$ cat src/rtl/lsu_pkg.sv
// Shared types for the LSU memory initiator: store-buffer entry layout and bus widths.
// Consumed by lsu_store_buffer and lsu_mem_initiator.
package lsu_pkg;

    localparam int DATA_W = 32;
    localparam int ADDR_W = 32;

    typedef struct packed {
        logic [ADDR_W-1:0] addr;
        logic [DATA_W-1:0] data;
    } sb_entry_t;

    function automatic logic word_aligned(input logic [1:0] addr_lo);
        return (addr_lo == 2'b00);
    endfunction

endpackage

$ cat src/rtl/lsu_store_buffer.sv
// In-order store buffer: circular FIFO of {addr,data} with a youngest-match search
// by word address, present only when STORE_FWD_EN is defined.
module lsu_store_buffer
    import lsu_pkg::*;
#(
    parameter int SB_DEPTH = 4
) (
    input  logic              clk,
    input  logic              reset_n,
    input  logic              push_i,
    input  sb_entry_t         push_entry_i,
    input  logic              pop_i,
`ifdef STORE_FWD_EN
    input  logic [ADDR_W-1:2] fwd_word_i,
    output logic              fwd_hit_o,
    output logic [DATA_W-1:0] fwd_data_o,
`endif
    output sb_entry_t         head_o,
    output logic              empty_o,
    output logic              full_o
);

    localparam int PTR_W = $clog2(SB_DEPTH);
    localparam int CNT_W = $clog2(SB_DEPTH + 1);

    logic [PTR_W-1:0] head_q, head_d;
    logic [PTR_W-1:0] tail_q, tail_d;
    logic [CNT_W-1:0] count_q, count_d;
    sb_entry_t        entries_q [SB_DEPTH];

    // Pointers wrap naturally because SB_DEPTH is a power of two.
    always_comb begin
        head_d  = head_q;
        tail_d  = tail_q;
        count_d = count_q;
        if (push_i) tail_d = tail_q + PTR_W'(1);
        if (pop_i)  head_d = head_q + PTR_W'(1);
        case ({push_i, pop_i})
            2'b10:   count_d = count_q + CNT_W'(1);
            2'b01:   count_d = count_q - CNT_W'(1);
            default: count_d = count_q;
        endcase
    end

    always_ff @(posedge clk or negedge reset_n) begin
        if (!reset_n) begin
            head_q  <= '0;
            tail_q  <= '0;
            count_q <= '0;
        end else begin
            head_q  <= head_d;
            tail_q  <= tail_d;
            count_q <= count_d;
        end
    end

    // Payload needs no reset: only entries below count_q are ever observed.
    always_ff @(posedge clk) begin
        if (push_i) entries_q[tail_q] <= push_entry_i;
    end

    assign head_o  = entries_q[head_q];
    assign empty_o = (count_q == '0);
    assign full_o  = (count_q == CNT_W'(SB_DEPTH));

`ifdef STORE_FWD_EN
    // Walk oldest to youngest so the last match seen is the youngest store.
    always_comb begin
        fwd_hit_o  = 1'b0;
        fwd_data_o = '0;
        for (int i = 0; i < SB_DEPTH; i++) begin
            if ((CNT_W'(i) < count_q) &&
                (entries_q[head_q + PTR_W'(i)].addr[ADDR_W-1:2] == fwd_word_i)) begin
                fwd_hit_o  = 1'b1;
                fwd_data_o = entries_q[head_q + PTR_W'(i)].data;
            end
        end
    end
`endif

endmodule

$ cat src/rtl/lsu_mem_initiator.sv
// Load/store initiator for the single-port data memory: load slot, store buffer, port arbiter
// and load response register. Define STORE_FWD_EN to let loads bypass buffered stores.
module lsu_mem_initiator
    import lsu_pkg::*;
#(
    parameter int SB_DEPTH = 4,
    parameter int TAG_W    = 6
) (
    input  logic              clk,
    input  logic              reset_n,
    input  logic              req_valid,
    output logic              req_ready,
    input  logic              req_is_store,
    input  logic [31:0]       req_addr,
    input  logic [31:0]       req_wdata,
    input  logic [TAG_W-1:0]  req_tag,
    input  logic              sb_drain_en,
    output logic              resp_valid,
    input  logic              resp_ready,
    output logic [TAG_W-1:0]  resp_tag,
    output logic [31:0]       resp_data,
    output logic              resp_err,
    output logic              st_err,
    output logic              sb_empty,
    output logic              MemRead,
    output logic              MemWrite,
    output logic [31:0]       Address,
    output logic [31:0]       Write_Data,
    input  logic [31:0]       Read_Data
);

    logic              ld_valid_q, ld_valid_d;
    logic [ADDR_W-1:0] ld_addr_q, ld_addr_d;
    logic [TAG_W-1:0]  ld_tag_q, ld_tag_d;

    logic              resp_valid_q, resp_valid_d;
    logic [TAG_W-1:0]  resp_tag_q, resp_tag_d;
    logic [DATA_W-1:0] resp_data_q, resp_data_d;
    logic              resp_err_q, resp_err_d;
    logic              st_err_q, st_err_d;

    sb_entry_t         push_entry;
    sb_entry_t         head_entry;
    logic              sb_full;
    logic              sb_push;
    logic              sb_pop;

    logic              req_fire;
    logic              ld_accept;
    logic              st_bad;
    logic              ld_aligned;
    logic              ld_ok;
    logic              ld_go;
    logic              mem_rd;
    logic              drain;
    logic [DATA_W-1:0] ld_data;

    // Handshakes: a request transfers on a cycle with req_valid & req_ready; a response
    // transfers on resp_valid & resp_ready and is held stable until then.
    assign req_ready = !ld_valid_q && !sb_full;
    assign req_fire  = req_valid && req_ready;
    assign ld_accept = req_fire && !req_is_store;
    assign sb_push   = req_fire && req_is_store && word_aligned(req_addr[1:0]);
    assign st_bad    = req_fire && req_is_store && !word_aligned(req_addr[1:0]);

    assign push_entry = '{addr: req_addr, data: req_wdata};
    assign ld_aligned = word_aligned(ld_addr_q[1:0]);

`ifdef STORE_FWD_EN
    logic              fwd_hit;
    logic [DATA_W-1:0] fwd_data;

    // A full buffer must drain first, otherwise a stream of loads could starve stores.
    assign ld_ok   = !sb_full;
    assign mem_rd  = ld_go && ld_aligned && !fwd_hit;
    assign ld_data = fwd_hit ? fwd_data : Read_Data;
`else
    // Strict ordering: a load waits until every older store has reached memory.
    assign ld_ok   = sb_empty;
    assign mem_rd  = ld_go && ld_aligned;
    assign ld_data = Read_Data;
`endif

    assign ld_go  = ld_valid_q && (!resp_valid_q || resp_ready) && ld_ok;
    assign drain  = !sb_empty && sb_drain_en && !ld_go;
    assign sb_pop = drain;

    lsu_store_buffer #(
        .SB_DEPTH(SB_DEPTH)
    ) u_sb (
        .clk          (clk),
        .reset_n      (reset_n),
        .push_i       (sb_push),
        .push_entry_i (push_entry),
        .pop_i        (sb_pop),
`ifdef STORE_FWD_EN
        .fwd_word_i   (ld_addr_q[ADDR_W-1:2]),
        .fwd_hit_o    (fwd_hit),
        .fwd_data_o   (fwd_data),
`endif
        .head_o       (head_entry),
        .empty_o      (sb_empty),
        .full_o       (sb_full)
    );

    assign MemRead    = mem_rd;
    assign MemWrite   = drain;
    assign Address    = mem_rd ? ld_addr_q : (drain ? head_entry.addr : '0);
    assign Write_Data = drain ? head_entry.data : '0;

    always_comb begin
        ld_valid_d   = ld_valid_q;
        ld_addr_d    = ld_addr_q;
        ld_tag_d     = ld_tag_q;
        resp_valid_d = resp_valid_q;
        resp_tag_d   = resp_tag_q;
        resp_data_d  = resp_data_q;
        resp_err_d   = resp_err_q;
        st_err_d     = st_bad;

        // The slot can only be refilled once it is empty, so accept and issue never collide.
        if (ld_go) begin
            ld_valid_d = 1'b0;
        end else if (ld_accept) begin
            ld_valid_d = 1'b1;
            ld_addr_d  = req_addr;
            ld_tag_d   = req_tag;
        end

        if (ld_go) begin
            resp_valid_d = 1'b1;
            resp_tag_d   = ld_tag_q;
            resp_data_d  = ld_aligned ? ld_data : '0;
            resp_err_d   = !ld_aligned;
        end else if (resp_ready) begin
            resp_valid_d = 1'b0;
        end
    end

    always_ff @(posedge clk or negedge reset_n) begin
        if (!reset_n) begin
            ld_valid_q   <= 1'b0;
            ld_addr_q    <= '0;
            ld_tag_q     <= '0;
            resp_valid_q <= 1'b0;
            resp_tag_q   <= '0;
            resp_data_q  <= '0;
            resp_err_q   <= 1'b0;
            st_err_q     <= 1'b0;
        end else begin
            ld_valid_q   <= ld_valid_d;
            ld_addr_q    <= ld_addr_d;
            ld_tag_q     <= ld_tag_d;
            resp_valid_q <= resp_valid_d;
            resp_tag_q   <= resp_tag_d;
            resp_data_q  <= resp_data_d;
            resp_err_q   <= resp_err_d;
            st_err_q     <= st_err_d;
        end
    end

    assign resp_valid = resp_valid_q;
    assign resp_tag   = resp_tag_q;
    assign resp_data  = resp_data_q;
    assign resp_err   = resp_err_q;
    assign st_err     = st_err_q;

endmodule

$ cat config.mk
export PLATFORM = sky130hd
export DESIGN_NAME = lsu_mem_initiator
export DESIGN_NICKNAME = d
export VERILOG_FILES = /design/src/rtl/lsu_pkg.sv /design/src/rtl/lsu_store_buffer.sv /design/src/rtl/lsu_mem_initiator.sv
export SDC_FILE = /design/constraint.sdc
export NUM_CORES = 1
export LEC_CHECK = 0
export ABC_AREA = 1
export CAP_MARGIN = 25
export CORE_ASPECT_RATIO = 1.1
export CORE_MARGIN = 8
export CORE_UTILIZATION = 64
export DETAILED_ROUTE_END_ITERATION = 8
export DONT_BUFFER_PORTS = 1
export PLACE_DENSITY = 0.8
export SYNTH_ARGS = -nofsm -noshare
export SYNTH_HDL_FRONTEND = slang
export SYNTH_HIERARCHICAL = 1
export SYNTH_SLANG_ARGS = --single-unit
export TNS_END_PERCENT = 50
$ cat constraint.sdc
create_clock -name clk -period 3.33 [get_ports clk]
set_input_delay 0.4995 -clock clk [delete_from_list [all_inputs] [get_ports clk]]
set_output_delay 0.4995 -clock clk [all_outputs]
set_load 0.01 [all_outputs]
# Word level (Yosys, flattened, before mapping)
# Memories as Yosys holds them, arrays and structs flattened.
# Index checks and enable logic that the tools add are counted.
# op_classes
n_addsub	4
n_reduce_logical	27
n_eq_ne	3
mux	11
bitwise_logic	1
# ops
cell	n
32-bit 2-to-1 mux	4
1-bit logical AND	11
1-bit zero test	8
1-bit 2-to-1 mux	6
3-bit one-hot mux with 2 select lines	1
2-bit nonzero test	3
2-bit by 1-bit adder with 2-bit output (second input constant)	2
2-bit zero test	2
3-bit by 1-bit adder with 3-bit output (second input constant)	1
3-bit == test (second input constant)	1
3-bit zero test	1
3-bit by 1-bit subtractor with 3-bit output (second input constant)	1
2-bit by 1-bit == test with 1-bit output (second input constant)	1
2-bit == test (second input constant)	1
2-bit AND reduction	1
1-bit logical OR	1
1-bit inverter	1
# totals
register_bits	87
out_inout_bits	109
ramBits	256
wordCells	58
input_bits	108
n_memories	1
# mem_list
name	words	width	rd	rd_ports_with_merged_regs	write_ports	line	rtl
u_sb.entries_q	4	64	1	0	1	lsu_store_buffer.sv:29	sb_entry_t entries_q [SB_DEPTH];

# Depth between registers and ports, before layout
# depth
word_depth	8
depth_mapped	16
mapped_depth_nobuf	14

# By module
# The synthesis kept the hierarchy.
# modules_own_cells
module	area_each_um2	seq_area_each_um2	cells_per_inst	instances
lsu_store_buffer	11262.1	7862.5	796	1
lsu_mem_initiator	4037.6	2001.9	533	1

# Least setup slack after synthesis
# OpenSTA, ideal clock, no wires.
# synth_path
path_type	flip-flop to flip-flop
start	register u_sb.count_q[2]
end	memory u_sb/entries_q[0][0] (netlist name), enable pin
slack_ns	0.357
t_arrival_ns	2.555
required_time_ns	2.912
synth_period_minus_slack_ns	2.973
setup_ns	0.418
path_buffers	2
stages_incl_launch_ff	10
path_cell_list	dfrtp_1 -> inv_1 -> nor3_1 -> nor2_2 -> buf_2 -> nand3_1 -> nor2_1 -> clkbuf_1 -> nand2_1 -> inv_1
# synth_via
elab_chain_cells	8
# synth_rtl
item	line	rtl
from (decl)	lsu_store_buffer.sv:28	logic [CNT_W-1:0] count_q, count_d;
from (signal assigned)	lsu_store_buffer.sv:53	count_q <= count_d;
3-bit == test	lsu_store_buffer.sv:64	assign full_o = (count_q == CNT_W'(SB_DEPTH));
named net sb_full	lsu_mem_initiator.sv:44	logic sb_full;
1-bit zero test	lsu_mem_initiator.sv:60	assign req_ready = !ld_valid_q && !sb_full;
1-bit logical AND	lsu_mem_initiator.sv:60	
1-bit logical AND	lsu_mem_initiator.sv:61	assign req_fire = req_valid && req_ready;
1-bit logical AND (2 in a row)	lsu_mem_initiator.sv:63	assign sb_push = req_fire && req_is_store && word_aligned(req_addr[1:0]);
named net sb_push	lsu_mem_initiator.sv:45	logic sb_push;
1-bit 2-to-1 mux	lsu_store_buffer.sv:59	if (push_i) entries_q[tail_q] <= push_entry_i;
1-bit 2-to-1 mux (not written as such)	lsu_store_buffer.sv:59	
to (decl)	lsu_store_buffer.sv:29	
# The timed path passes the listed nets, and every way through them passes these cells.

==> impl_metrics.ini <==
[timing]
hold_violations = 0
finClkSkew_ns = 0.01413
setup_viol = 0
rsz0062_at_grt = false
report.final.slew_viol_count = 0
fmax_ghz = 0.3440
post-route-min-period_ns = 2.907
final.setup.tns_ns = 0
max_slew_margin = 0.3862
worstMarginPinSlew_ns = 0.9196
timing.final.crit_share = 0.8729

[logic_synthesis]
yosys_warnings = 6
synth-seq-cells = 343
yosysTopAreaCellShare = 0.5025
postSynthCellCount = 1329
synthTopCellsByArea = edfxtp_1, dfrtp_1, nand2_1, o211ai_2, inv_1
synth_fa_ha_area_frac = 0.005397
synth_area_mm2 = 0.01530
synth_area_leader_cell = edfxtp_1
ys_seq_area_frac = 0.6447
syn_nets = 1443
synth_compound_area_frac = 0.1039
synthXorXnorAreaFrac = 0.002781
synth_top_family_by_area = simple AND/OR/NAND/NOR gates
avgSynthCellArea_um2 = 11.51
muxShareOfSynthArea = 0
synthSimpleGateAreaFrac = 0.1508
synth_cell_types = 32

[worst_setup_path]
reg2reg_depth = 7
cp-start-kind = flop
end_kind = primary output
crit_type = flop to primary output
r2r-start = u_sb/count_q[0]
cp.depth = 6
path_cells = buf_4, nand2_2, o211ai_2, nand2_1, nand2_1, nand2_1
required_ns = 2.83
crit_family = flip-flops
r2r_setup_slack_ns = 0.80
crit_top_cell = nand2_1
worst-path-buf-inv = 1
cp_max_fo = 62
cp-startpoint = u_sb/head_q[0]
cp.arrival_ns = 2.41
slowest_delay_ns = 1.01
slowest_stage = dfrtp_4
crit_end = Address[13]
timing.rr.end = resp_data[1]

[pwr]
irDropWorstVdd_mv = 0.5413
cellLeakagePower_nw = 7.003
p_per_area_mw_per_mm2 = 836.1

[place]
hpwl_mm = 20.05
dpl-instance-area_mm2 = 0.01531
numPortBuffers = 0
place_congestion = 0.7331

[die]
die_w_um = 163.4
ioPinCount = 217
num_rows = 59
die_h_um = 178.2
start_util = 0.6497
die_area_mm2 = 0.02911
core_mm2 = 0.02355

[clock_network]
cts_resized = 0
clock-sinks = 343
clk_path_buf_depth = 3
cts_buffers = 35
cts_max_level = 2
cts_tree = done
clk_latency_ns = 0.51
clk_pin_slew_ns = 0.06
hold_buffers = 2
cts_root_buf = clkbuf_16
cts_setup_buffers = 0

[routing]
drt_wl_total_mm = 32.67
dr.pass1.iters = 6
drcViolationCount = 0
vias_per_cell = 5.675
vias = 9302
antenna_left = 0
drt_iter0_markers = 749
wl_per_cell_um = 19.93

[layout]
area_growth_pct = 7.916
nets = 1420
multi_input_area_mm2 = 0.004041
fillerInstances = 1636
regArea_mm2 = 0.009872
drive_gt1_frac = 0.1628
design_area_mm2 = 0.01651

[global_route]
grt_usage = 0.2238
grt_start_max_net_pins = 88
grt_first_pass_wirelength_mm = 50.91
antenna_found_initial = 1
overflow = 0
grt_pass1_vias = 9398

[outcome]
status = completed

[hold_path]
min_path_type = input port to flop

[run]
cap_violations = 0
[worst reg2reg max path: cells and delay by family (launching register included)]
| family | cells | cell delay (ns) |
|---|---|---|
| AOI/OAI and AO/OA | 1 | 0.25 |
| DFF | 1 | 0.40 |
| and+or+nand+nor | 3 | 0.46 |
| buffers and inverters | 3 | 1.24 |
[sequential cells by signal (all words and copies together) (netlist names)]
signal and cells:
ld_addr_q 32, ld_valid_q 1, u_sb/head_q 2, st_err 1, resp_tag 6, ld_tag_q 6
u_sb/entries_q 256, resp_valid 1, u_sb/tail_q 2, u_sb/count_q 3, resp_data 32, resp_err 1
[final cells by class]
type                       count  share of cell area
antenna                        1           0.0001516
clock inverter                15            0.008639
inverter                     183             0.04198
timing repair buffer          27             0.02167
clock buffer                  49             0.06176
sequential                   343              0.5979
tap                          305             0.02311
multi-input combinational    716              0.2448
[report_power, final]
part	internal [W]	total [W]	switching (W)	leakage [nW]
clock	0.00231	0.00386	0.00155	0.572
combinational	0.00140	0.00428	0.00288	3.02
sequential	0.00510	0.00566	0.000558	3.41
[metrics by stage]
stage | std cells | util | setup slack [ns] | hold WS [ns] | total power [W]
finish | 1639 | 0.7011 | 0.4233 | 0.07731 | 0.01380
global route | 1639 | 0.7011 | 0.2268 | 0.05665 | 0.01458
CTS | 1638 | 0.7010 | 0.3938 | 0.06102 | 0.01391
detailed placement | 1572 | 0.6501 | 0.8852 | 0.2081 | 0.009997
global placement | 1571 | 0.6489 | 0.9313 | 0.2070 | 0.009829
floorplan | 1329 | - | 0.3568 | 0.2039 | 0.009412
[how the worst min path moves through the flow]
| stage | cells past startpoint | slack (ns) | to | start |
|---|---|---|---|---|
| 2_1_floorplan | 0 | 0.20 | ld_addr_q[0] | reset_n |
| 3_3_place_gp | 0 | 0.21 | resp_data[7] | reset_n |
| 3_5_place_dp | 0 | 0.21 | resp_data[7] | reset_n |
| 4_1_cts | 0 | 0.06 | u_sb/entries_q[0][34] | req_addr[2] |
| 5_1_grt | 0 | 0.06 | u_sb/entries_q[3][51] | req_addr[19] |
| 6_report | 0 | 0.08 | u_sb/entries_q[3][51] | req_addr[19] |
[routing by layer]
layer	track usage	vias up	routed length (um)
met5	0	-	0
li1	-	4425	-
met1	0.2711	4507	12800
met2	0.3806	312	16180
met3	0.05563	58	2699
met4	0.08684	0	997
[cell usage in the layout, fill, tap and decap left out, types with 2 or more instances in the layout]
cell type   synthesis  final
nand2_1           395    394
edfxtp_1          256    256
inv_1             180    176
dfrtp_1            87     85
o211ai_2           85     85
nand4_1            69     69
o211ai_1           43     43
clkbuf_16           0     36
nor2_1             36     35
nand2_2            28     29
o21ai_1            24     24
buf_4               9     15
clkinv_2            1     12
buf_12              9      9
nand3_1             9      8
clkbuf_8            0      7
o21ai_2             6      6
clkbuf_1           16      6
o21ai_0             5      5
ha_1                5      5
nor2_4              1      3
inv_2               2      2
clkinvlp_4          0      2
bufinv_16           0      2
clkinv_1            0      2
buf_16              0      2
nor3_1              2      2
xor2_1              2      2
dfrtp_4             0      2
[cells by family after synthesis]
group / Yosys count
and+or+nand+nor: 542
adders and majority gates: 6
DFF: 343
xor gates and xnor gates: 4
buffers and inverters: 270
AOI/OAI and AO/OA: 164
[cell usage after synthesis, drive strengths merged]
library cell    n
nand2         423
edfxtp        256
inv           182
o211ai        128
dfrtp          87
buf            71
nand4          69
nor2           38
o21ai          35
clkbuf         16
nand3           9
ha              5
nor3            3
xor2            3
a21oi           1
clkinv          1
fa              1
xnor2           1
Power figures use the tool's default switching activity.
